`src/rtl/pe_input_feeder_pkg.sv`:
```
// Shared types and defaults for the PE input feeder.
// Holds the FSM encoding and the IFMap flag bit positions.
package pe_pkg;

  localparam int DEF_IFMAP_WIDTH  = 18;
  localparam int DEF_FILTER_WIDTH = 8;
  localparam int DEF_ADDR_WIDTH   = 8;
  localparam int DEF_FSR_SIZE     = 8;

  localparam int SOR_BIT = DEF_IFMAP_WIDTH - 1;
  localparam int EOR_BIT = DEF_IFMAP_WIDTH - 2;

  typedef enum logic [1:0] {
    S_IDLE,
    S_FILTER,
    S_IFMAP,
    S_FINISH
  } state_e;

endpackage

```
`src/rtl/pe_input_feeder_if.sv`:
```
// Feeder bus: job control, source memory ports and PE FIFO ports.
// master = feeder side, slave = environment side.
interface pe_input_feeder_if
  import pe_pkg::*;
#(
  parameter int IFMAP_WIDTH          = DEF_IFMAP_WIDTH,
  parameter int FILTER_WIDTH         = DEF_FILTER_WIDTH,
  parameter int ADDR_WIDTH           = DEF_ADDR_WIDTH,
  parameter int FILTER_SIZE_REG_SIZE = DEF_FSR_SIZE
) ();

  logic                            start;
  logic [FILTER_SIZE_REG_SIZE-1:0] filter_size;
  logic [FILTER_SIZE_REG_SIZE-1:0] row_len;
  logic [FILTER_SIZE_REG_SIZE-1:0] num_rows;
  logic [ADDR_WIDTH-1:0]           filt_base;
  logic [ADDR_WIDTH-1:0]           if_base;

  logic                            filt_rd_en;
  logic [ADDR_WIDTH-1:0]           filt_addr;
  logic [FILTER_WIDTH-1:0]         filt_rd_data;
  logic                            if_rd_en;
  logic [ADDR_WIDTH-1:0]           if_addr;
  logic [IFMAP_WIDTH-3:0]          if_rd_data;

  logic                            filter_wen;
  logic [FILTER_WIDTH-1:0]         filter_dout;
  logic                            filter_full;
  logic                            ifmap_wen;
  logic [IFMAP_WIDTH-1:0]          ifmap_dout;
  logic                            ifmap_full;

  logic                            busy;
  logic                            done;

  modport master (
    input  start, filter_size, row_len, num_rows,
    input  filt_base, if_base,
    input  filt_rd_data, if_rd_data,
    input  filter_full, ifmap_full,
    output filt_rd_en, filt_addr, if_rd_en, if_addr,
    output filter_wen, filter_dout,
    output ifmap_wen, ifmap_dout,
    output busy, done
  );

  modport slave (
    output start, filter_size, row_len, num_rows,
    output filt_base, if_base,
    output filt_rd_data, if_rd_data,
    output filter_full, ifmap_full,
    input  filt_rd_en, filt_addr, if_rd_en, if_addr,
    input  filter_wen, filter_dout,
    input  ifmap_wen, ifmap_dout,
    input  busy, done
  );

endinterface

```
`src/rtl/pe_input_feeder_stage.sv`:
```
// Two-entry staging buffer between a 1-cycle-latency memory
// and a PE FIFO, with in-flight read accounting.
module feeder_stage #(
  parameter int W = 8
) (
  input  logic         clk,
  input  logic         rstn,
  input  logic         more_i,
  input  logic         full_i,
  input  logic [W-1:0] rd_data_i,
  output logic         rd_en_o,
  output logic         wen_o,
  output logic         valid_o,
  output logic [W-1:0] dout_o,
  output logic         drain_o
);

  logic [1:0]   cnt_q, cnt_d;
  logic [W-1:0] buf0_q, buf0_d;
  logic [W-1:0] buf1_q, buf1_d;
  logic         infl_q;
  logic         pop, push;

  // Returning data may bypass an empty buffer straight to the FIFO.
  always_comb begin
    valid_o = (cnt_q != 2'd0) || infl_q;
    dout_o  = (cnt_q != 2'd0) ? buf0_q : rd_data_i;
    wen_o   = valid_o && !full_i;
    rd_en_o = more_i &&
              (({1'b0, cnt_q} + {2'b0, infl_q}) < 3'd2);
    pop     = wen_o && (cnt_q != 2'd0);
    push    = infl_q && !(wen_o && (cnt_q == 2'd0));
    buf0_d  = pop ? buf1_q : buf0_q;
    buf1_d  = buf1_q;
    cnt_d   = cnt_q - {1'b0, pop};
    if (push) begin
      if (cnt_d == 2'd0) buf0_d = rd_data_i;
      else               buf1_d = rd_data_i;
      cnt_d = cnt_d + 2'd1;
    end
    drain_o = (cnt_d == 2'd0);
  end

  always_ff @(posedge clk or negedge rstn) begin
    if (!rstn) begin
      cnt_q  <= '0;
      buf0_q <= '0;
      buf1_q <= '0;
      infl_q <= 1'b0;
    end else begin
      cnt_q  <= cnt_d;
      buf0_q <= buf0_d;
      buf1_q <= buf1_d;
      infl_q <= rd_en_o;
    end
  end

endmodule

```
`src/rtl/pe_input_feeder.sv`:
```
// Streams a filter block then row-flagged IFMap words from
// source memories into the PE FIFOs.
module pe_input_feeder
  import pe_pkg::*;
#(
  parameter int IFMAP_WIDTH          = DEF_IFMAP_WIDTH,
  parameter int FILTER_WIDTH         = DEF_FILTER_WIDTH,
  parameter int ADDR_WIDTH           = DEF_ADDR_WIDTH,
  parameter int FILTER_SIZE_REG_SIZE = DEF_FSR_SIZE
) (
  input logic              clk,
  input logic              rstn,
  pe_input_feeder_if.master bus
);

  localparam int DW  = IFMAP_WIDTH - 2;
  localparam int FS  = FILTER_SIZE_REG_SIZE;
  localparam int SOR = SOR_BIT + IFMAP_WIDTH - DEF_IFMAP_WIDTH;
  localparam int EOR = EOR_BIT + IFMAP_WIDTH - DEF_IFMAP_WIDTH;

  state_e                  state_q;
  logic                    busy_q, done_q;
  logic [FS-1:0]           rlen_q, nrows_q, frem_q;
  logic [FS-1:0]           icol_q, irow_q, wcol_q;
  logic [ADDR_WIDTH-1:0]   faddr_q, iaddr_q;

  logic                    f_more, f_rd, f_wen, f_valid, f_drain;
  logic [FILTER_WIDTH-1:0] f_dout;
  logic                    i_more, i_rd, i_wen, i_valid, i_drain;
  logic [DW-1:0]           i_dout;
  logic                    f_end, i_end, no_ifmap;
  logic [IFMAP_WIDTH-1:0]  iword;

  assign f_more   = (state_q == S_FILTER) && (frem_q != '0);
  assign i_more   = (state_q == S_IFMAP) && (irow_q != nrows_q);
  assign f_end    = (frem_q == '0) && f_drain;
  assign i_end    = (irow_q == nrows_q) && i_drain;
  assign no_ifmap = (rlen_q == '0) || (nrows_q == '0);

  feeder_stage #(.W(FILTER_WIDTH)) u_filt (
    .clk       (clk),
    .rstn      (rstn),
    .more_i    (f_more),
    .full_i    (bus.filter_full),
    .rd_data_i (bus.filt_rd_data),
    .rd_en_o   (f_rd),
    .wen_o     (f_wen),
    .valid_o   (f_valid),
    .dout_o    (f_dout),
    .drain_o   (f_drain)
  );

  feeder_stage #(.W(DW)) u_ifm (
    .clk       (clk),
    .rstn      (rstn),
    .more_i    (i_more),
    .full_i    (bus.ifmap_full),
    .rd_data_i (bus.if_rd_data),
    .rd_en_o   (i_rd),
    .wen_o     (i_wen),
    .valid_o   (i_valid),
    .dout_o    (i_dout),
    .drain_o   (i_drain)
  );

  // Row flags follow the write position, which is always in order.
  always_comb begin
    iword = '0;
    if (i_valid) begin
      iword[DW-1:0] = i_dout;
      iword[SOR]    = (wcol_q == '0);
      iword[EOR]    = (wcol_q == rlen_q - FS'(1));
    end
  end

  always_ff @(posedge clk or negedge rstn) begin
    if (!rstn) begin
      state_q <= S_IDLE;
      busy_q  <= 1'b0;
      done_q  <= 1'b0;
      rlen_q  <= '0;
      nrows_q <= '0;
      frem_q  <= '0;
      icol_q  <= '0;
      irow_q  <= '0;
      wcol_q  <= '0;
      faddr_q <= '0;
      iaddr_q <= '0;
    end else begin
      done_q <= 1'b0;
      if (f_rd) begin
        faddr_q <= faddr_q + ADDR_WIDTH'(1);
        frem_q  <= frem_q - FS'(1);
      end
      if (i_rd) begin
        iaddr_q <= iaddr_q + ADDR_WIDTH'(1);
        if (icol_q == rlen_q - FS'(1)) begin
          icol_q <= '0;
          irow_q <= irow_q + FS'(1);
        end else begin
          icol_q <= icol_q + FS'(1);
        end
      end
      if (i_wen) begin
        wcol_q <= (wcol_q == rlen_q - FS'(1)) ?
                  '0 : wcol_q + FS'(1);
      end
      unique case (state_q)
        S_IDLE: begin
          if (bus.start) begin
            busy_q  <= 1'b1;
            rlen_q  <= bus.row_len;
            nrows_q <= bus.num_rows;
            frem_q  <= bus.filter_size;
            faddr_q <= bus.filt_base;
            iaddr_q <= bus.if_base;
            icol_q  <= '0;
            irow_q  <= '0;
            wcol_q  <= '0;
            if (bus.filter_size != '0) begin
              state_q <= S_FILTER;
            end else if (bus.row_len == '0 ||
                         bus.num_rows == '0) begin
              state_q <= S_FINISH;
              done_q  <= 1'b1;
            end else begin
              state_q <= S_IFMAP;
            end
          end
        end
        S_FILTER: begin
          if (f_end) begin
            if (no_ifmap) begin
              state_q <= S_FINISH;
              done_q  <= 1'b1;
            end else begin
              state_q <= S_IFMAP;
            end
          end
        end
        S_IFMAP: begin
          if (i_end) begin
            state_q <= S_FINISH;
            done_q  <= 1'b1;
          end
        end
        S_FINISH: begin
          state_q <= S_IDLE;
          busy_q  <= 1'b0;
        end
        default: state_q <= S_IDLE;
      endcase
    end
  end

  assign bus.busy        = busy_q;
  assign bus.done        = done_q;
  assign bus.filt_rd_en  = f_rd;
  assign bus.filt_addr   = faddr_q;
  assign bus.if_rd_en    = i_rd;
  assign bus.if_addr     = iaddr_q;
  assign bus.filter_wen  = f_wen;
  assign bus.filter_dout = f_valid ? f_dout : '0;
  assign bus.ifmap_wen   = i_wen;
  assign bus.ifmap_dout  = iword;

endmodule
```
`src/flat_wrapper.sv`:
```
// flat-port wrapper written by rule: the top's interface ports become plain ports
module pe_input_feeder_flat import pe_pkg::*;
#(
  parameter int IFMAP_WIDTH          = DEF_IFMAP_WIDTH,
  parameter int FILTER_WIDTH         = DEF_FILTER_WIDTH,
  parameter int ADDR_WIDTH           = DEF_ADDR_WIDTH,
  parameter int FILTER_SIZE_REG_SIZE = DEF_FSR_SIZE
)
  (clk, rstn, bus_start, bus_filter_size, bus_row_len, bus_num_rows, bus_filt_base, bus_if_base, bus_filt_rd_data, bus_if_rd_data, bus_filter_full, bus_ifmap_full, bus_filt_rd_en, bus_filt_addr, bus_if_rd_en, bus_if_addr, bus_filter_wen, bus_filter_dout, bus_ifmap_wen, bus_ifmap_dout, bus_busy, bus_done);
  pe_input_feeder_if #(.IFMAP_WIDTH(IFMAP_WIDTH), .FILTER_WIDTH(FILTER_WIDTH), .ADDR_WIDTH(ADDR_WIDTH), .FILTER_SIZE_REG_SIZE(FILTER_SIZE_REG_SIZE)) bus_i ();
  input logic clk;
  input logic rstn;
  input wire logic [$bits(bus_i.start)-1:0] bus_start;
  input wire logic [$bits(bus_i.filter_size)-1:0] bus_filter_size;
  input wire logic [$bits(bus_i.row_len)-1:0] bus_row_len;
  input wire logic [$bits(bus_i.num_rows)-1:0] bus_num_rows;
  input wire logic [$bits(bus_i.filt_base)-1:0] bus_filt_base;
  input wire logic [$bits(bus_i.if_base)-1:0] bus_if_base;
  input wire logic [$bits(bus_i.filt_rd_data)-1:0] bus_filt_rd_data;
  input wire logic [$bits(bus_i.if_rd_data)-1:0] bus_if_rd_data;
  input wire logic [$bits(bus_i.filter_full)-1:0] bus_filter_full;
  input wire logic [$bits(bus_i.ifmap_full)-1:0] bus_ifmap_full;
  output wire logic [$bits(bus_i.filt_rd_en)-1:0] bus_filt_rd_en;
  output wire logic [$bits(bus_i.filt_addr)-1:0] bus_filt_addr;
  output wire logic [$bits(bus_i.if_rd_en)-1:0] bus_if_rd_en;
  output wire logic [$bits(bus_i.if_addr)-1:0] bus_if_addr;
  output wire logic [$bits(bus_i.filter_wen)-1:0] bus_filter_wen;
  output wire logic [$bits(bus_i.filter_dout)-1:0] bus_filter_dout;
  output wire logic [$bits(bus_i.ifmap_wen)-1:0] bus_ifmap_wen;
  output wire logic [$bits(bus_i.ifmap_dout)-1:0] bus_ifmap_dout;
  output wire logic [$bits(bus_i.busy)-1:0] bus_busy;
  output wire logic [$bits(bus_i.done)-1:0] bus_done;
  assign bus_i.start = bus_start;
  assign bus_i.filter_size = bus_filter_size;
  assign bus_i.row_len = bus_row_len;
  assign bus_i.num_rows = bus_num_rows;
  assign bus_i.filt_base = bus_filt_base;
  assign bus_i.if_base = bus_if_base;
  assign bus_i.filt_rd_data = bus_filt_rd_data;
  assign bus_i.if_rd_data = bus_if_rd_data;
  assign bus_i.filter_full = bus_filter_full;
  assign bus_i.ifmap_full = bus_ifmap_full;
  assign bus_filt_rd_en = bus_i.filt_rd_en;
  assign bus_filt_addr = bus_i.filt_addr;
  assign bus_if_rd_en = bus_i.if_rd_en;
  assign bus_if_addr = bus_i.if_addr;
  assign bus_filter_wen = bus_i.filter_wen;
  assign bus_filter_dout = bus_i.filter_dout;
  assign bus_ifmap_wen = bus_i.ifmap_wen;
  assign bus_ifmap_dout = bus_i.ifmap_dout;
  assign bus_busy = bus_i.busy;
  assign bus_done = bus_i.done;
  pe_input_feeder #(.IFMAP_WIDTH(IFMAP_WIDTH), .FILTER_WIDTH(FILTER_WIDTH), .ADDR_WIDTH(ADDR_WIDTH), .FILTER_SIZE_REG_SIZE(FILTER_SIZE_REG_SIZE)) u_core (.clk(clk), .rstn(rstn), .bus(bus_i));
endmodule
```
`config.mk`:
```
export PLATFORM = sky130hd
export DESIGN_NAME = pe_input_feeder_flat
export DESIGN_NICKNAME = d
export VERILOG_FILES = /design/src/rtl/pe_input_feeder_pkg.sv /design/src/rtl/pe_input_feeder_if.sv /design/src/rtl/pe_input_feeder_stage.sv /design/src/rtl/pe_input_feeder.sv /design/src/flat_wrapper.sv
export SDC_FILE = /design/constraint.sdc
export NUM_CORES = 1
export LEC_CHECK = 0
export BUFFER_PORTS_ARGS = -buffer_cell sky130_fd_sc_hd__buf_2
export CORE_ASPECT_RATIO = 1.5
export CORE_MARGIN = 5
export CORE_UTILIZATION = 30
export DETAILED_ROUTE_END_ITERATION = 16
export PLACE_DENSITY_LB_ADDON = 0.08
export SLEW_MARGIN = 10
export SYNTH_ARGS = -nofsm -noshare
export SYNTH_HDL_FRONTEND = slang
export SYNTH_SLANG_ARGS = --single-unit
```
`constraint.sdc`:
```
create_clock -name clk -period 3.3 [get_ports clk]
set_input_delay 0.66 -clock clk [delete_from_list [all_inputs] [get_ports clk]]
set_output_delay 0.66 -clock clk [all_outputs]
set_load 0.02 [all_outputs]
```
# Word level (Yosys, flattened, before mapping)
# Index checks and enable logic that the tools add are counted.
# classes
addsub	13
order_cmp	2
n_eq_ne	10
muxes	49
bitwise	2
reduce_logical	45
# ops
op	n
8-bit two-way mux	26
16-bit two-way mux	4
8-bit logical NOT	6
8-bit by 1-bit adder with 8-bit output (second input constant)	5
8-bit equality test	3
18-bit two-way mux	1
8-bit nonzero test	2
8-bit by 1-bit subtractor with 8-bit output (second input constant)	2
1-bit logical AND	14
2-bit logical NOT	7
2-bit two-way mux	6
1-bit two-way mux	9
8-bit != test	1
2-bit case mux with 4 select lines	1
2-bit AND reduction	4
2-bit by 1-bit adder with 3-bit output	2
3-bit by 2-bit less-than comparator with 1-bit output (second input constant)	2
2-bit nonzero test	3
2-bit by 1-bit adder with 2-bit output (second input constant)	2
2-bit equality test (second input constant)	2
1-bit logical NOT	4
1-bit logical OR	4
2-bit by 1-bit != test with 1-bit output (second input constant)	2
2-bit by 1-bit subtractor with 2-bit output	2
6 further kinds	7
# totals
reg_bits	122
in_bits	69
out_inout_bits	48
elab_cells	140

# Depth between registers and ports, before layout
# Gate-level depths: netlist of run 1.
# logic_depth
word_depth	11
depth_mapped	14

# By module
# A second synthesis of run 1 with hierarchy kept.
# unflattened
cells_unflattened	707
hier_area_um2	7114.3
# by_module_without_submodules
module	n_inst	cells_each	area_each_um2	seq_area_each_um2
pe_input_feeder	1	480	4179.0	1701.6
feeder_stage at u_core.u_ifm	1	128	1764.2	875.8
feeder_stage at u_core.u_filt	1	99	1171.1	475.5

# Worst setup path before layout of run 1
# Ideal clock, no wire load.
# synth_timing
kind	register to register
startpoint	register u_core.u_ifm.cnt_q[0]
endpoint	register u_core.u_ifm.buf1_q[10]
arrival_time_ps	2911
slack_ps	265
path_stages_with_launch	13
n_path_buf	4
period_less_slack_ps	3035
path_cell_list	dfrtp_1 or2_2 buf_2 nand2b_1 buf_2 buf_2 inv_1 ha_1 xnor2_1 ha_1 nor2_1 buf_2 mux2_2
# synth_via
elab_chain_cells	8
elab_cells_between_ends	12
classes_between	1 x add/sub; 1 x bitwise; 10 x reduce/logical
# synth_rtl
element	line	rtl
from (decl)	pe_input_feeder_stage.sv:18	logic [1:0] cnt_q, cnt_d;
from (signal assigned)	pe_input_feeder_stage.sv:51	cnt_q <= cnt_d;
2-bit nonzero test	pe_input_feeder_stage.sv:26, pe_input_feeder_stage.sv:31	
1-bit logical OR	pe_input_feeder_stage.sv:26	valid_o = (cnt_q != 2'd0) || infl_q;
1-bit logical AND	pe_input_feeder_stage.sv:28	wen_o = valid_o && !full_i;
1-bit logical AND	pe_input_feeder_stage.sv:31	pop = wen_o && (cnt_q != 2'd0);
2-bit by 1-bit subtractor with 2-bit output	pe_input_feeder_stage.sv:35	cnt_d = cnt_q - {1'b0, pop};
2-bit logical NOT	pe_input_feeder_stage.sv:37	if (cnt_d == 2'd0) buf0_d = rd_data_i;
1-bit NOT (no source line)	--	
2-bit AND reduction (no source line) *	--	
to (signal assigned)	pe_input_feeder_stage.sv:53	buf1_q <= buf1_d;
to (decl)	pe_input_feeder_stage.sv:20	logic [W-1:0] buf1_q, buf1_d;
# Every way passes the cells marked *; elsewhere a longest branch is shown, timed or not.
# A chain may end at the register's enable or synchronous reset.

# Worst setup path after layout of run 1
# layout_timing
startpoint	register u_core.rlen_q[2]
endpoint	output bus_ifmap_dout[16]
# layout_via
elab_chain_cells	3
# layout_rtl
element	line	rtl
from (decl)	pe_input_feeder.sv:23	logic [FS-1:0] rlen_q, nrows_q, frem_q;
from (signal assigned)	pe_input_feeder.sv:112	rlen_q <= bus.row_len;
8-bit by 1-bit subtractor with 8-bit output	pe_input_feeder.sv:72	iword[EOR] = (wcol_q == rlen_q - FS'(1));
8-bit equality test	pe_input_feeder.sv:72	
18-bit two-way mux	pe_input_feeder.sv:69	if (i_valid) begin
to (decl)	flat_wrapper.sv:30	output wire logic [$bits(bus_i.ifmap_dout)-1:0] bus_ifmap_dout;
# No other way between the ends.

==> results of run 1 <==
==> flip-flops by register name, summed over array words and instances, names as in the netlist, 8 cells and up <==
register,cells
u_core.bus.if_addr,8
u_core.u_filt.buf0_q,8
u_core.u_ifm.buf0_q,16
u_core.wcol_q,8
u_core.nrows_q,8
u_core.frem_q,8
u_core.icol_q,8
u_core.u_ifm.buf1_q,16
u_core.irow_q,8
u_core.u_filt.buf1_q,8
u_core.rlen_q,8
u_core.bus.filt_addr,8
==> final timing paths <==
kind / endpoint / depth (start not counted) / startpoint / slack (ns)
min in group clk: u_core.nrows_q[7] / 3 / bus_num_rows[7] / 0.45
worst max-delay path: bus_ifmap_dout[16] / 7 / u_core.rlen_q[2] / 0.17
worst min-delay path: u_core.bus.if_addr[6] / 1 / rstn / 0.31
worst min register to register: u_core.u_ifm.buf1_q[0] / 1 / u_core.u_ifm.buf1_q[0] / 0.51
max in group asynchronous: u_core.icol_q[5] / 2 / rstn / 2.25
worst max register to register: u_core.state_q[0] / 11 / u_core.u_filt.cnt_q[0] / 0.40
==> placed cells by master, fill, tap and decap left out, drive strengths merged, types with 3 or more instances in the layout <==
| master | count |
|---|---|
| a31oi | 5 |
| o21ai | 57 |
| dfrtp | 122 |
| and2 | 4 |
| o211ai | 3 |
| nand2 | 135 |
| buf | 135 |
| xnor2 | 33 |
| ha | 17 |
| mux2 | 24 |
| nor4 | 14 |
| a21oi | 30 |
| clkbuf | 20 |
| or2 | 6 |
| clkinv | 5 |
| clkinvlp | 3 |
| nor2 | 61 |
| inv | 24 |
| and4 | 3 |
| a211oi | 3 |
| or3 | 3 |
| nand2b | 7 |
| bufinv | 4 |
| mux2i | 33 |
| xor2 | 32 |
| nand3 | 12 |
| nor3 | 17 |
| nand4 | 11 |
| or4 | 4 |
==> cells by family (layout without fill, tap and decap cells) <==
group / count (synthesis) / after routing / share of synthesized area [%]
and+or+nand+nor: 286 / 286 / 20.1
DFF: 122 / 122 / 45.5
AOI/OAI and AO/OA: 113 / 113 / 9.73
xor gates and xnor gates: 66 / 66 / 8.82
buffers and inverters: 60 / 191 / 3.73
muxes: 57 / 57 / 8.95
adders and majority gates: 17 / 17 / 3.17
==> power by group <==
| part | internal, W | total [W] | switching, W |
|---|---|---|---|
| Combinational | 0.00147 | 0.00355 | 0.00208 |
| Clock | 0.00130 | 0.00198 | 0.000684 |
| Sequential | 0.00214 | 0.00275 | 0.000610 |
| Total | 0.00491 | 0.00828 | 0.00337 |
==> stage by stage <==
stage	hold slack (ns)	util [%]	area, um^2
2_1_floorplan	0.364	-	6710
3_3_place_gp	0.488	34.3	7610
3_5_place_dp	0.497	34.3	7610
4_1_cts	0.328	37.1	8250
5_1_grt	0.366	37.3	8290
6_report	0.306	37.3	8290
==> layout make-up <==
class | count | area share, %
well taps | 276 | 4.16
repair buffers | 135 | 8.90
clock buffers | 20 | 5.51
clock inverters | 12 | 2.07
multi-input cells | 539 | 41.5
flip-flops and latches | 122 | 36.8
inverters | 24 | 1.09
==> worst max-delay path, cell delays in order, from the launching register on <==
cell       delay [ns]
dfrtp_2          0.48
or3_4            0.37
nor2_2           0.20
a31oi_1          0.14
a221oi_2         0.31
o2111ai_2        0.21
nor2_1           0.14
buf_2            0.19
==> what timing repair did <==
action                                  4_1_cts  5_1_grt
setup buffers                                 0        2
resized for setup                             2        5
endpoints found under the setup margin        1        1
pin swaps                                     0        1
==> routing by layer <==
metal / wire length, um / vias up
met5: 0 / -
met4: 315 / 0
met3: 582 / 23
met2: 10200 / 95
met1: 7370 / 2710
li1: - / 2697
==> impl_table.tex, run 1 <==
\begin{tabular}{lr}
\hline
Metric & Value \\
\hline
\multicolumn{2}{l}{\textbf{STA}} \\
Final max-slew violation count & 0 \\
Final setup violating endpoints & 0 \\
Max-slew headroom at the worst pin & 47.3\% \\
Setup TNS & 0 ns \\
Final cycle utilization of the critical path & 94.8\% \\
Worst Setup Slack, final & 0.173 ns \\
Worst setup skew after layout & 0.00554 ns \\
Hold violation total from the final report & 0 \\
Highest clock rate & 320 MHz \\
Tightest Pin Transition & 0.791 ns \\
Minimum clock period & 3.13 ns \\
\multicolumn{2}{l}{\textbf{Clock tree}} \\
\# H-tree levels & 4 \\
Root Driver & clkbuf\_16 \\
Clock buffer count from CTS & 17 \\
Hold-fix buffer count after cts & 0 \\
Clk\_lat worst skew & 0.42 ns \\
Clock transition at the registers of the reported paths & 0.05 ns \\
CTS tree & built \\
Number of buffers on the longest clock path & 2 \\
Clock tree sinks & 122 \\
\multicolumn{2}{l}{\textbf{Floorplan}} \\
Boundary Pins & 117 \\
Effective utilization at floorplan & 30.2\% \\
Die Span X & 132 um \\
Die outline area & 0.0255 mm\^{}2 \\
Core ar. & 0.0222 mm\^{}2 \\
Number of rows created at floorplan & 67 \\
Vertical die dimension & 193 um \\
\multicolumn{2}{l}{\textbf{Route}} \\
Vias after detailed routing & 5525 \\
Via count normalized by instance count & 4.90 \\
Number of design-rule violations left by the first detailed-router iteration & 214 \\
Count of unresolved DRC violations after routing & 0 \\
Routed wirelength normalized by instance count & 16.4 um \\
Number of iterations in the first detailed-routing pass & 4 \\
DRT antenna net count & 0 \\
Total detailed-routing wirelength & 18.5 mm \\
\multicolumn{2}{l}{\textbf{Global route}} \\
GR Layer Usage met3 & 3.30\% \\
Global route overflow & 0 \\
Met2 Track Usage GR & 27.7\% \\
Antenna violations before repair & 0 \\
Most used routing layer in global routing & met2 \\
First-pass GRT wire length & 29.9 mm \\
Pin count of the biggest net entering global routing & 56 \\
Overall fraction of global-route tracks in use & 14.8\% \\
Via count of the first global-routing pass & 5805 \\
Met1 layer usage reported by global route & 16.3\% \\
\multicolumn{2}{l}{\textbf{Critical path}} \\
Data required time at the worst endpoint & 2.64 ns \\
Setup crit start kind & flip-flop \\
Data arrival time of the critical path & 2.47 ns \\
Kind of end point of the critical path & output port \\
Category of the most critical setup path & reg -> out \\
Critical Path Fanout Max & 7 \\
\multicolumn{2}{l}{\textbf{Synth}} \\
Count of flip-flops with a built-in enable after synthesis & 0 \\
Mean instance size in the synthesized netlist & 9.31 um\^{}2 \\
Number of distinct library cell variants in the gate-level netlist after synthesis & 56 \\
Ys Warns & 0 \\
Post-synth top cells & nand2\_1 (135), dfrtp\_1 (122), nor2\_1 (59) \\
Fraction of the yosys area taken by sequential cells & 45.5\% \\
Area share of the largest cell type after synthesis & 45.5\% \\
FF+latch count, synth & 122 \\
Netlist Area Pre-Place & 0.00671 mm\^{}2 \\
Post-synthesis async set-or-reset flop share & 100\% \\
Library cell with the highest instance count after synthesis & nand2\_1 \\
Cell count after synthesis & 721 \\
Cell taking the most area after synthesis & dfrtp\_1 \\
Top\_reg\_cell synth & dfrtp\_1 \\
Cells taking the most area after synthesis & dfrtp\_1 (45\%), nand2\_1 (7.6\%), mux2i\_1 (4.9\%) \\
Synthesized Nets & 807 \\
\multicolumn{2}{l}{\textbf{Run}} \\
Max-Cap Viols & 0 \\
\multicolumn{2}{l}{\textbf{Finish}} \\
Non-filler instance count after layout & 1128 \\
Antenna diodes & 0 \\
Register Area & 0.00305 mm\^{}2 \\
Fraction of final layout cells sized beyond drive strength 1 & 24.9\% \\
Area of the multi-input gates & 0.00344 mm\^{}2 \\
Filler Cell Count & 2254 \\
Final layout net count & 925 \\
Syn-to-layout area delta & 23.6\% \\
\multicolumn{2}{l}{\textbf{Power and ir drop}} \\
Static leakage & 3.84 nW \\
Maximum ir drop on the vdd rail & 0.459 mV \\
Power per cell area & 998 mW/mm\^{}2 \\
Pwr Total & 0.00828 W \\
\multicolumn{2}{l}{\textbf{Placement}} \\
Port Buffers & 116 \\
Post-placement worst setup slack & 0.413 ns \\
Detailed placer's ending HPWL & 13.5 mm \\
Weighted congestion reported at the end of routability-driven placement & 0.794 \\
Placed Cells incl. Taps & 1093 \\
\multicolumn{2}{l}{\textbf{Status}} \\
Run status & finished clean \\
\multicolumn{2}{l}{\textbf{Worst hold path}} \\
Min-delay worst type & in -> async \\
\hline
\end{tabular}
Note: power is estimated with default switching activity, not from simulation.
==> run 2, diff against run 1 <==
ABC_AREA = 1   (was default)
==> run 2 against run 1 <==
Clock skew rose by 0.0028 ns. Sequential share of layout area fell by 1.9 points. Area after synthesis rose by 6.9%. Flip-flop and latch count did not move. Non-clock buffer count fell by 11. Clock power barely moved. Global-route usage rose by 0.54 points. Worst hold slack got worse by 0.17 ns. Maximum frequency rose by 3.4%. Sequential power fell by 7%. Setup slack improved by 0.10 ns. Clock-buffer cell count rose by 1. Critical endpoint unchanged. Highest routed layer unchanged.
==> impl_table.tex, run 2 <==
\begin{tabular}{lr}
\hline
Metric & Value \\
\hline
\multicolumn{2}{l}{\textbf{Synth}} \\
Cell count after synthesis & 984 (was 721) \\
Post-synthesis simple-gate area fraction & 28.9\% (was 20.1\%) \\
Top\_reg\_cell synth & dfrtp\_1 (unchanged) \\
Dominant combinational cell family by area after synthesis & simple AND/OR/NAND/NOR gates (unchanged) \\
Post-synthesis async set-or-reset flop share & 100\% (unchanged) \\
Cells taking the most area after synthesis & dfrtp\_1 (43\%), nand2\_1 (14\%), inv\_1 (7.9\%) (was dfrtp\_1 (45\%), nand2\_1 (7.6\%), mux2i\_1 (4.9\%)) \\
Netlist Area Pre-Place & 0.00717 mm\^{}2 (was 0.00671 mm\^{}2) \\
Fraction of the yosys area taken by sequential cells & 42.6\% (was 45.5\%) \\
Post-synth top cells & nand2\_1 (274), inv\_1 (151), dfrtp\_1 (122) (was nand2\_1 (135), dfrtp\_1 (122), nor2\_1 (59)) \\
Adder-cell share of the synthesized area & 2.97\% (was 3.17\%) \\
Ys Warns & 0 (unchanged) \\
Mean instance size in the synthesized netlist & 7.29 um\^{}2 (was 9.31 um\^{}2) \\
Fraction of the mapped netlist area in compound gates & 12.0\% (was 9.73\%) \\
Number of distinct library cell variants in the gate-level netlist after synthesis & 41 (was 56) \\
Count of flip-flops with a built-in enable after synthesis & 0 (unchanged) \\
Area share of the largest cell type after synthesis & 42.6\% (was 45.5\%) \\
Library cell with the highest instance count after synthesis & nand2\_1 (unchanged) \\
Cell taking the most area after synthesis & dfrtp\_1 (unchanged) \\
XOR/XNOR share of the synthesized area & 3.42\% (was 8.82\%) \\
Mux contribution to synthesized area & 0.140\% (was 8.95\%) \\
Synthesized Nets & 1070 (was 807) \\
FF+latch count, synth & 122 (unchanged) \\
\multicolumn{2}{l}{\textbf{Floorplan}} \\
Effective utilization at floorplan & 30.3\% (was 30.2\%) \\
Vertical die dimension & 199 um (was 193 um) \\
Die Span X & 136 um (was 132 um) \\
Number of rows created at floorplan & 69 (was 67) \\
Boundary Pins & 117 (unchanged) \\
Core ar. & 0.0237 mm\^{}2 (was 0.0222 mm\^{}2) \\
Die outline area & 0.0272 mm\^{}2 (was 0.0255 mm\^{}2) \\
\multicolumn{2}{l}{\textbf{Power and ir drop}} \\
Static leakage & 4.47 nW (was 3.84 nW) \\
Clock network fraction of design power & 24.3\% (was 23.9\%) \\
Power share of the combinational group & 44.0\% (was 42.9\%) \\
Maximum ir drop on the vdd rail & 0.386 mV (was 0.459 mV) \\
NetSw & 0.00351 W (was 0.00337 W) \\
Portion of total power attributed to sequential cells & 31.8\% (was 33.2\%) \\
Switching part of the total & 43.4\% (was 40.8\%) \\
Power per cell area & 926 mW/mm\^{}2 (was 998 mW/mm\^{}2) \\
Internal portion of total power & 0.00458 W (was 0.00491 W) \\
\multicolumn{2}{l}{\textbf{Global route}} \\
Via count of the first global-routing pass & 6571 (was 5805) \\
Overall fraction of global-route tracks in use & 15.3\% (was 14.8\%) \\
Pin count of the biggest net entering global routing & 70 (was 56) \\
First-pass GRT wire length & 32.8 mm (was 29.9 mm) \\
Global route overflow & 0 (unchanged) \\
Antenna violations before repair & 0 (unchanged) \\
\multicolumn{2}{l}{\textbf{Critical path}} \\
Category of the most critical setup path & reg -> out (unchanged) \\
Cells along the critical path & inv\_2 > ha\_2 > nand4\_1 > nand2\_1 > nor2\_1 > nor4\_1 > nand3b\_1 > nor2\_1 > buf\_2 (was or3\_4 > nor2\_2 > a31oi\_1 > a221oi\_2 > o2111ai\_2 > nor2\_1 > buf\_2) \\
Kind of end point of the critical path & output port (unchanged) \\
Data arrival time of the critical path & 2.37 ns (was 2.47 ns) \\
Setup crit start kind & flip-flop (unchanged) \\
Buf+Inv Stages, Crit Path & 2 (was 1) \\
Data required time at the worst endpoint & 2.64 ns (about the same) \\
Critical Path Fanout Max & 8 (was 7) \\
CP max stage cell & dfrtp\_1 (was dfrtp\_2) \\
Most numerous cell on the critical path & nor2\_1 \\
Worst path max stage delay & 0.42 ns (was 0.48 ns) \\
Cell family with the largest share of critical-path delay & simple AND/OR/NAND/NOR gates (unchanged) \\
\multicolumn{2}{l}{\textbf{STA}} \\
Tightest Pin Transition & 0.608 ns (was 0.791 ns) \\
Highest clock rate & 331 MHz (was 320 MHz) \\
Max-slew headroom at the worst pin & 59.2\% (was 47.3\%) \\
Worst setup skew after layout & 0.00834 ns (was 0.00554 ns) \\
RSZ-0062 raised after global routing & no \\
Final setup violating endpoints & 0 (unchanged) \\
Setup TNS & 0 ns (unchanged) \\
Final max-slew violation count & 0 (unchanged) \\
Hold violation total from the final report & 0 (unchanged) \\
Final cycle utilization of the critical path & 91.7\% (was 94.8\%) \\
Minimum clock period & 3.03 ns (was 3.13 ns) \\
Fin Hold WS & 0.133 ns (was 0.306 ns) \\
\multicolumn{2}{l}{\textbf{Route}} \\
Routed wirelength normalized by instance count & 13.9 um (was 16.4 um) \\
Vias after detailed routing & 6481 (was 5525) \\
Total detailed-routing wirelength & 19.9 mm (was 18.5 mm) \\
Via count normalized by instance count & 4.54 (was 4.90) \\
DRT antenna net count & 0 (unchanged) \\
Count of unresolved DRC violations after routing & 0 (unchanged) \\
Number of design-rule violations left by the first detailed-router iteration & 318 (was 214) \\
Number of iterations in the first detailed-routing pass & 4 (unchanged) \\
\multicolumn{2}{l}{\textbf{Run}} \\
Max-Cap Viols & 0 (unchanged) \\
\multicolumn{2}{l}{\textbf{Status}} \\
Run status & finished clean (unchanged) \\
\multicolumn{2}{l}{\textbf{Clock tree}} \\
Hold-fix buffer count after cts & 0 (unchanged) \\
Clock transition at the registers of the reported paths & 0.06 ns (was 0.05 ns) \\
Clock tree sinks & 122 (unchanged) \\
Root Driver & clkbuf\_16 (unchanged) \\
Postcts setup bufs & 0 (unchanged) \\
CTS tree & built (unchanged) \\
Number of buffers on the longest clock path & 2 (unchanged) \\
Clock buffer count from CTS & 17 (unchanged) \\
\# H-tree levels & 4 (unchanged) \\
Clk\_lat worst skew & 0.42 ns (about the same) \\
\multicolumn{2}{l}{\textbf{Placement}} \\
Area post-placement & 0.00811 mm\^{}2 (was 0.00761 mm\^{}2) \\
Port Buffers & 116 (unchanged) \\
Placed Cells incl. Taps & 1396 (was 1093) \\
Detailed placer's ending HPWL & 14.5 mm (was 13.5 mm) \\
Weighted congestion reported at the end of routability-driven placement & 0.814 (was 0.794) \\
\multicolumn{2}{l}{\textbf{Worst hold path}} \\
Min-delay worst type & in -> async (unchanged) \\
\multicolumn{2}{l}{\textbf{Finish}} \\
Syn-to-layout area delta & 21.8\% (was 23.6\%) \\
Top library cells by usage in the layout, fill and taps aside & nand2\_1 (273), inv\_1 (150), dfrtp\_1 (122), buf\_2 (115), nor2\_1 (101) (was nand2\_1 (135), dfrtp\_1 (121), buf\_2 (115), nor2\_1 (58), o21ai\_0 (57)) \\
Fraction of final layout cells sized beyond drive strength 1 & 17.1\% (was 24.9\%) \\
Biggest regs & u\_core.u\_ifm.buf0\_q: 16 flops, u\_core.u\_ifm.buf1\_q: 16 flops (unchanged) \\
Final layout net count & 1182 (was 925) \\
Most frequent standard cell in the layout excluding fill and tap cells & nand2\_1 (unchanged) \\
Non-filler instance count after layout & 1427 (was 1128) \\
Antenna diodes & 0 (unchanged) \\
Final Instance Area & 0.00873 mm\^{}2 (was 0.00829 mm\^{}2) \\
Post-layout util & 36.9\% (was 37.3\%) \\
\hline
\end{tabular}
-- run 2: cell types whose count changed after synthesis, sizes merged, moves of 25 or more --
cell   before  now
a31oi       5   30
inv        24  155
mux2i      33    1
nand2     135  279
nand3      12   42
nor2       61  111
-- run 2: path summary, 6_finish.rpt --
kind	cells past startpoint	from	slack, ns	to
worst max-delay path	9	u_core.rlen_q[0]	0.27	bus_ifmap_dout[16]
max in group asynchronous	2	rstn	2.50	u_core.u_ifm.buf1_q[13]
min in group clk	3	bus_filt_base[0]	0.44	u_core.bus.filt_addr[0]
worst max register to register	13	u_core.u_filt.cnt_q[0]	0.86	u_core.state_q[0]
worst min-delay path	1	rstn	0.13	u_core.u_filt.buf1_q[3]
worst min register to register	2	u_core.u_ifm.buf1_q[14]	0.49	u_core.u_ifm.buf1_q[14]
-- run 2: routing by layer --
metal / vias up / wire length (um) / global-route usage (%)
met5: - / 0 / 0
met2: 115 / 10200 / 27.0
met1: 2975 / 8530 / 18.1
li1: 3370 / - / -
met3: 21 / 748 / 3.43
met4: 0 / 416 / 5.60
-- run 2: layout make-up --
type	instances	area [um^2]
Clock buffer	21	480
Clock inverter	10	139
Fill cell	2629	14900
Inverter	157	589
Multi-Input combinational cell	674	3410
Sequential cell	122	3050
Tap cell	319	399
Timing Repair Buffer	124	668
-- run 2: logic make-up (layout without fill, tap and decap cells) --
family	after synthesis	count (layout)
simple gates	482	482
buf+inv	188	312
compound gates	146	146
flops	122	122
xor+xnor	28	28
fa+ha+maj	17	17
mux	1	1
-- run 2: power by group through the flow --
stage / sequential (W) / clock [W] / combinational, W
floorplan: 0.00259 / 0 / 0.00253
global placement: 0.00259 / 0 / 0.00359
detailed placement: 0.00259 / 0 / 0.00361
CTS: 0.00257 / 0.00204 / 0.00362
global route: 0.00266 / 0.00211 / 0.00411
finish: 0.00257 / 0.00196 / 0.00356
-- run 2: per-stage QoR --
step | setup WS, ns | total power, W
after floorplan | 0.647 | 0.00512
after global placement | 0.600 | 0.00619
after detailed placement | 0.548 | 0.00620
after CTS | 0.0817 | 0.00824
after global routing | 0.0372 | 0.00888
final | 0.275 | 0.00809
-- run 2: what timing repair did --
action                                 in CTS  in global routing
resized for setup                           0                  2
setup endpoints to repair                   0                  1
endpoints found under the hold margin       0                  0
==> run 3, diff against run 2 <==
ABC_CLOCK_PERIOD_IN_PS = 3300   (was default)
PLACE_DENSITY = 0.54   (was default)
PLACE_DENSITY_LB_ADDON = default   (was 0.08)
SETUP_SLACK_MARGIN = 0.5   (was default)
==> run 3 against run 2 <==
Via count decreased by 0.54%. Combinational power rose by 1%. Cell count increased by 0.21%. Flip-flop and latch count stayed put. Utilization grew 0.25 points. Clock power about the same.
==> impl_table.tex, run 3 (synthesis gave the netlist of run 2 again) <==
\begin{tabular}{lr}
\hline
Metric & Value \\
\hline
\multicolumn{2}{l}{\textbf{Global route}} \\
Antenna violations before repair & 0 (unchanged) \\
Overall fraction of global-route tracks in use & 14.5\% (was 15.3\%) \\
First-pass GRT wire length & 31.1 mm (was 32.8 mm) \\
Pin count of the biggest net entering global routing & 123 (was 70) \\
Global route overflow & 0 (unchanged) \\
Via count of the first global-routing pass & 6405 (was 6571) \\
\multicolumn{2}{l}{\textbf{Placement}} \\
Weighted congestion reported at the end of routability-driven placement & 0.835 (was 0.814) \\
Placed Cells incl. Taps & 1395 (was 1396) \\
Detailed placer's ending HPWL & 13.8 mm (was 14.5 mm) \\
Port Buffers & 116 (unchanged) \\
\multicolumn{2}{l}{\textbf{Route}} \\
Number of design-rule violations left by the first detailed-router iteration & 332 (was 318) \\
Number of iterations in the first detailed-routing pass & 5 (was 4) \\
Vias after detailed routing & 6446 (was 6481) \\
Routed wirelength normalized by instance count & 13.2 um (was 13.9 um) \\
Via count normalized by instance count & 4.51 (was 4.54) \\
Post-route met1 wirelength & 7.90 mm (was 8.53 mm) \\
Uppermost routed layer & met4 (unchanged) \\
Count of unresolved DRC violations after routing & 0 (unchanged) \\
Total detailed-routing wirelength & 18.9 mm (was 19.9 mm) \\
DRT antenna net count & 0 (unchanged) \\
Met3 wire length & 737 um (was 748 um) \\
Met2 wire len & 9.66 mm (was 10.2 mm) \\
\multicolumn{2}{l}{\textbf{Status}} \\
Run status & finished clean (unchanged) \\
\multicolumn{2}{l}{\textbf{Critical path}} \\
Setup crit start kind & flip-flop (unchanged) \\
Data arrival time of the critical path & 2.21 ns (was 2.37 ns) \\
Data required time at the worst endpoint & 2.64 ns (about the same) \\
Kind of end point of the critical path & output port (unchanged) \\
Category of the most critical setup path & reg -> out (unchanged) \\
Critical Path Fanout Max & 8 (unchanged) \\
\multicolumn{2}{l}{\textbf{Clock tree}} \\
Clock transition at the registers of the reported paths & 0.06 ns (about the same) \\
Clock buffer count from CTS & 17 (unchanged) \\
\# H-tree levels & 4 (unchanged) \\
Number of buffers on the longest clock path & 2 (unchanged) \\
Clk\_lat worst skew & 0.42 ns (about the same) \\
CTS tree & built (unchanged) \\
Hold-fix buffer count after cts & 0 (unchanged) \\
Clock tree sinks & 122 (unchanged) \\
Root Driver & clkbuf\_16 (unchanged) \\
\multicolumn{2}{l}{\textbf{STA}} \\
Max-slew headroom at the worst pin & 47.0\% (was 59.2\%) \\
Final cycle utilization of the critical path & 86.9\% (was 91.7\%) \\
RSZ-0062 raised after global routing & yes (was no) \\
Final max-slew violation count & 0 (unchanged) \\
Fin Hold WS & 0.261 ns (was 0.133 ns) \\
Setup TNS & 0 ns (unchanged) \\
Minimum clock period & 2.87 ns (was 3.03 ns) \\
Hold violation total from the final report & 0 (unchanged) \\
Tightest Pin Transition & 0.794 ns (was 0.608 ns) \\
Highest clock rate & 349 MHz (was 331 MHz) \\
Final setup violating endpoints & 0 (unchanged) \\
Worst setup skew after layout & 0.00750 ns (was 0.00834 ns) \\
\multicolumn{2}{l}{\textbf{Finish}} \\
Most frequent standard cell in the layout excluding fill and tap cells & nand2\_1 (unchanged) \\
Fraction of final layout cells sized beyond drive strength 1 & 17.7\% (was 17.1\%) \\
Biggest regs & u\_core.u\_ifm.buf0\_q: 16 flops, u\_core.u\_ifm.buf1\_q: 16 flops (unchanged) \\
Non-filler instance count after layout & 1430 (was 1427) \\
Antenna diodes & 0 (unchanged) \\
Top library cells by usage in the layout, fill and taps aside & nand2\_1 (273), inv\_1 (150), dfrtp\_1 (120), buf\_2 (114), nor2\_1 (99) (was nand2\_1 (273), inv\_1 (150), dfrtp\_1 (122), buf\_2 (115), nor2\_1 (101)) \\
Syn-to-layout area delta & 22.6\% (was 21.8\%) \\
Final layout net count & 1185 (was 1182) \\
\multicolumn{2}{l}{\textbf{Worst hold path}} \\
Min-delay worst type & in -> async (unchanged) \\
\multicolumn{2}{l}{\textbf{Power and ir drop}} \\
Power per cell area & 924 mW/mm\^{}2 (was 926 mW/mm\^{}2) \\
Maximum ir drop on the vdd rail & 0.377 mV (was 0.386 mV) \\
Static leakage & 4.46 nW (was 4.47 nW) \\
Pwr Total & 0.00813 W (was 0.00809 W) \\
\multicolumn{2}{l}{\textbf{Floorplan}} \\
Die Span X & 136 um (unchanged) \\
Boundary Pins & 117 (unchanged) \\
Number of rows created at floorplan & 69 (unchanged) \\
Vertical die dimension & 199 um (unchanged) \\
Die outline area & 0.0272 mm\^{}2 (unchanged) \\
Effective utilization at floorplan & 30.3\% (unchanged) \\
Core ar. & 0.0237 mm\^{}2 (unchanged) \\
\multicolumn{2}{l}{\textbf{Run}} \\
Max-Cap Viols & 0 (unchanged) \\
\hline
\end{tabular}
[run 3: worst max-delay path: stages, from the launching register on]
cell      delay [ns]
dfrtp_2         0.45
inv_4           0.11
ha_4            0.18
nand4_1         0.15
nand2_1         0.12
nor2_1          0.05
nor4_1          0.29
nand3b_1        0.13
nor2_2          0.14
buf_4           0.16
[run 3: area by class of cell]
| type | count | area (um^2) |
|---|---|---|
| inverter | 157 | 602 |
| timing repair buffer | 127 | 681 |
| clock buffer | 19 | 433 |
| clock inverter | 12 | 175 |
| tap | 319 | 399 |
| multi-input combinational | 674 | 3450 |
| fill | 2541 | 14900 |
| sequential | 122 | 3060 |
[run 3: path summary, 6_finish.rpt]
path / slack [ns] / start / cells after the start / end
max in group asynchronous: 2.37 / rstn / 2 / u_core.bus.if_addr[2]
min reg2reg: 0.49 / u_core.u_ifm.buf1_q[1] / 2 / u_core.u_ifm.buf1_q[1]
max reg2reg: 0.81 / u_core.u_filt.cnt_q[0] / 13 / u_core.state_q[1]
min in group clk: 0.43 / bus_filt_base[2] / 3 / u_core.bus.filt_addr[2]
min: 0.26 / rstn / 2 / u_core.nrows_q[3]
max: 0.43 / u_core.rlen_q[0] / 9 / bus_ifmap_dout[16]
[run 3: power breakdown]
group	switching (W)	leakage (nW)	internal [W]
Clock	0.000684	0.289	0.00125
Sequential	0.000497	1.54	0.00208
Combinational	0.00232	2.63	0.00129
[run 3: metal layers]
layer / global-route usage (%) / up-vias
li1: - / 3367
met1: 16.6 / 2926
met2: 25.6 / 125
met3: 3.22 / 28
met4: 6.69 / 0
met5: 0 / -
[run 3: metrics by stage]
step | utilization, % | instance area, um^2 | setup WS [ns]
finish | 37.2 | 8790 | 0.432
global route | 37.2 | 8790 | 0.272
CTS | 36.9 | 8740 | 0.379
detailed placement | 34.2 | 8090 | 0.575
global placement | 34.2 | 8090 | 0.590
floorplan | - | 7170 | 0.647
[run 3: what timing repair did]
item                       4_1_cts  5_1_grt
setup endpoints to repair        3        7
buffers inserted                 0        4
pin swaps                        0        1
gates resized for setup          9       10
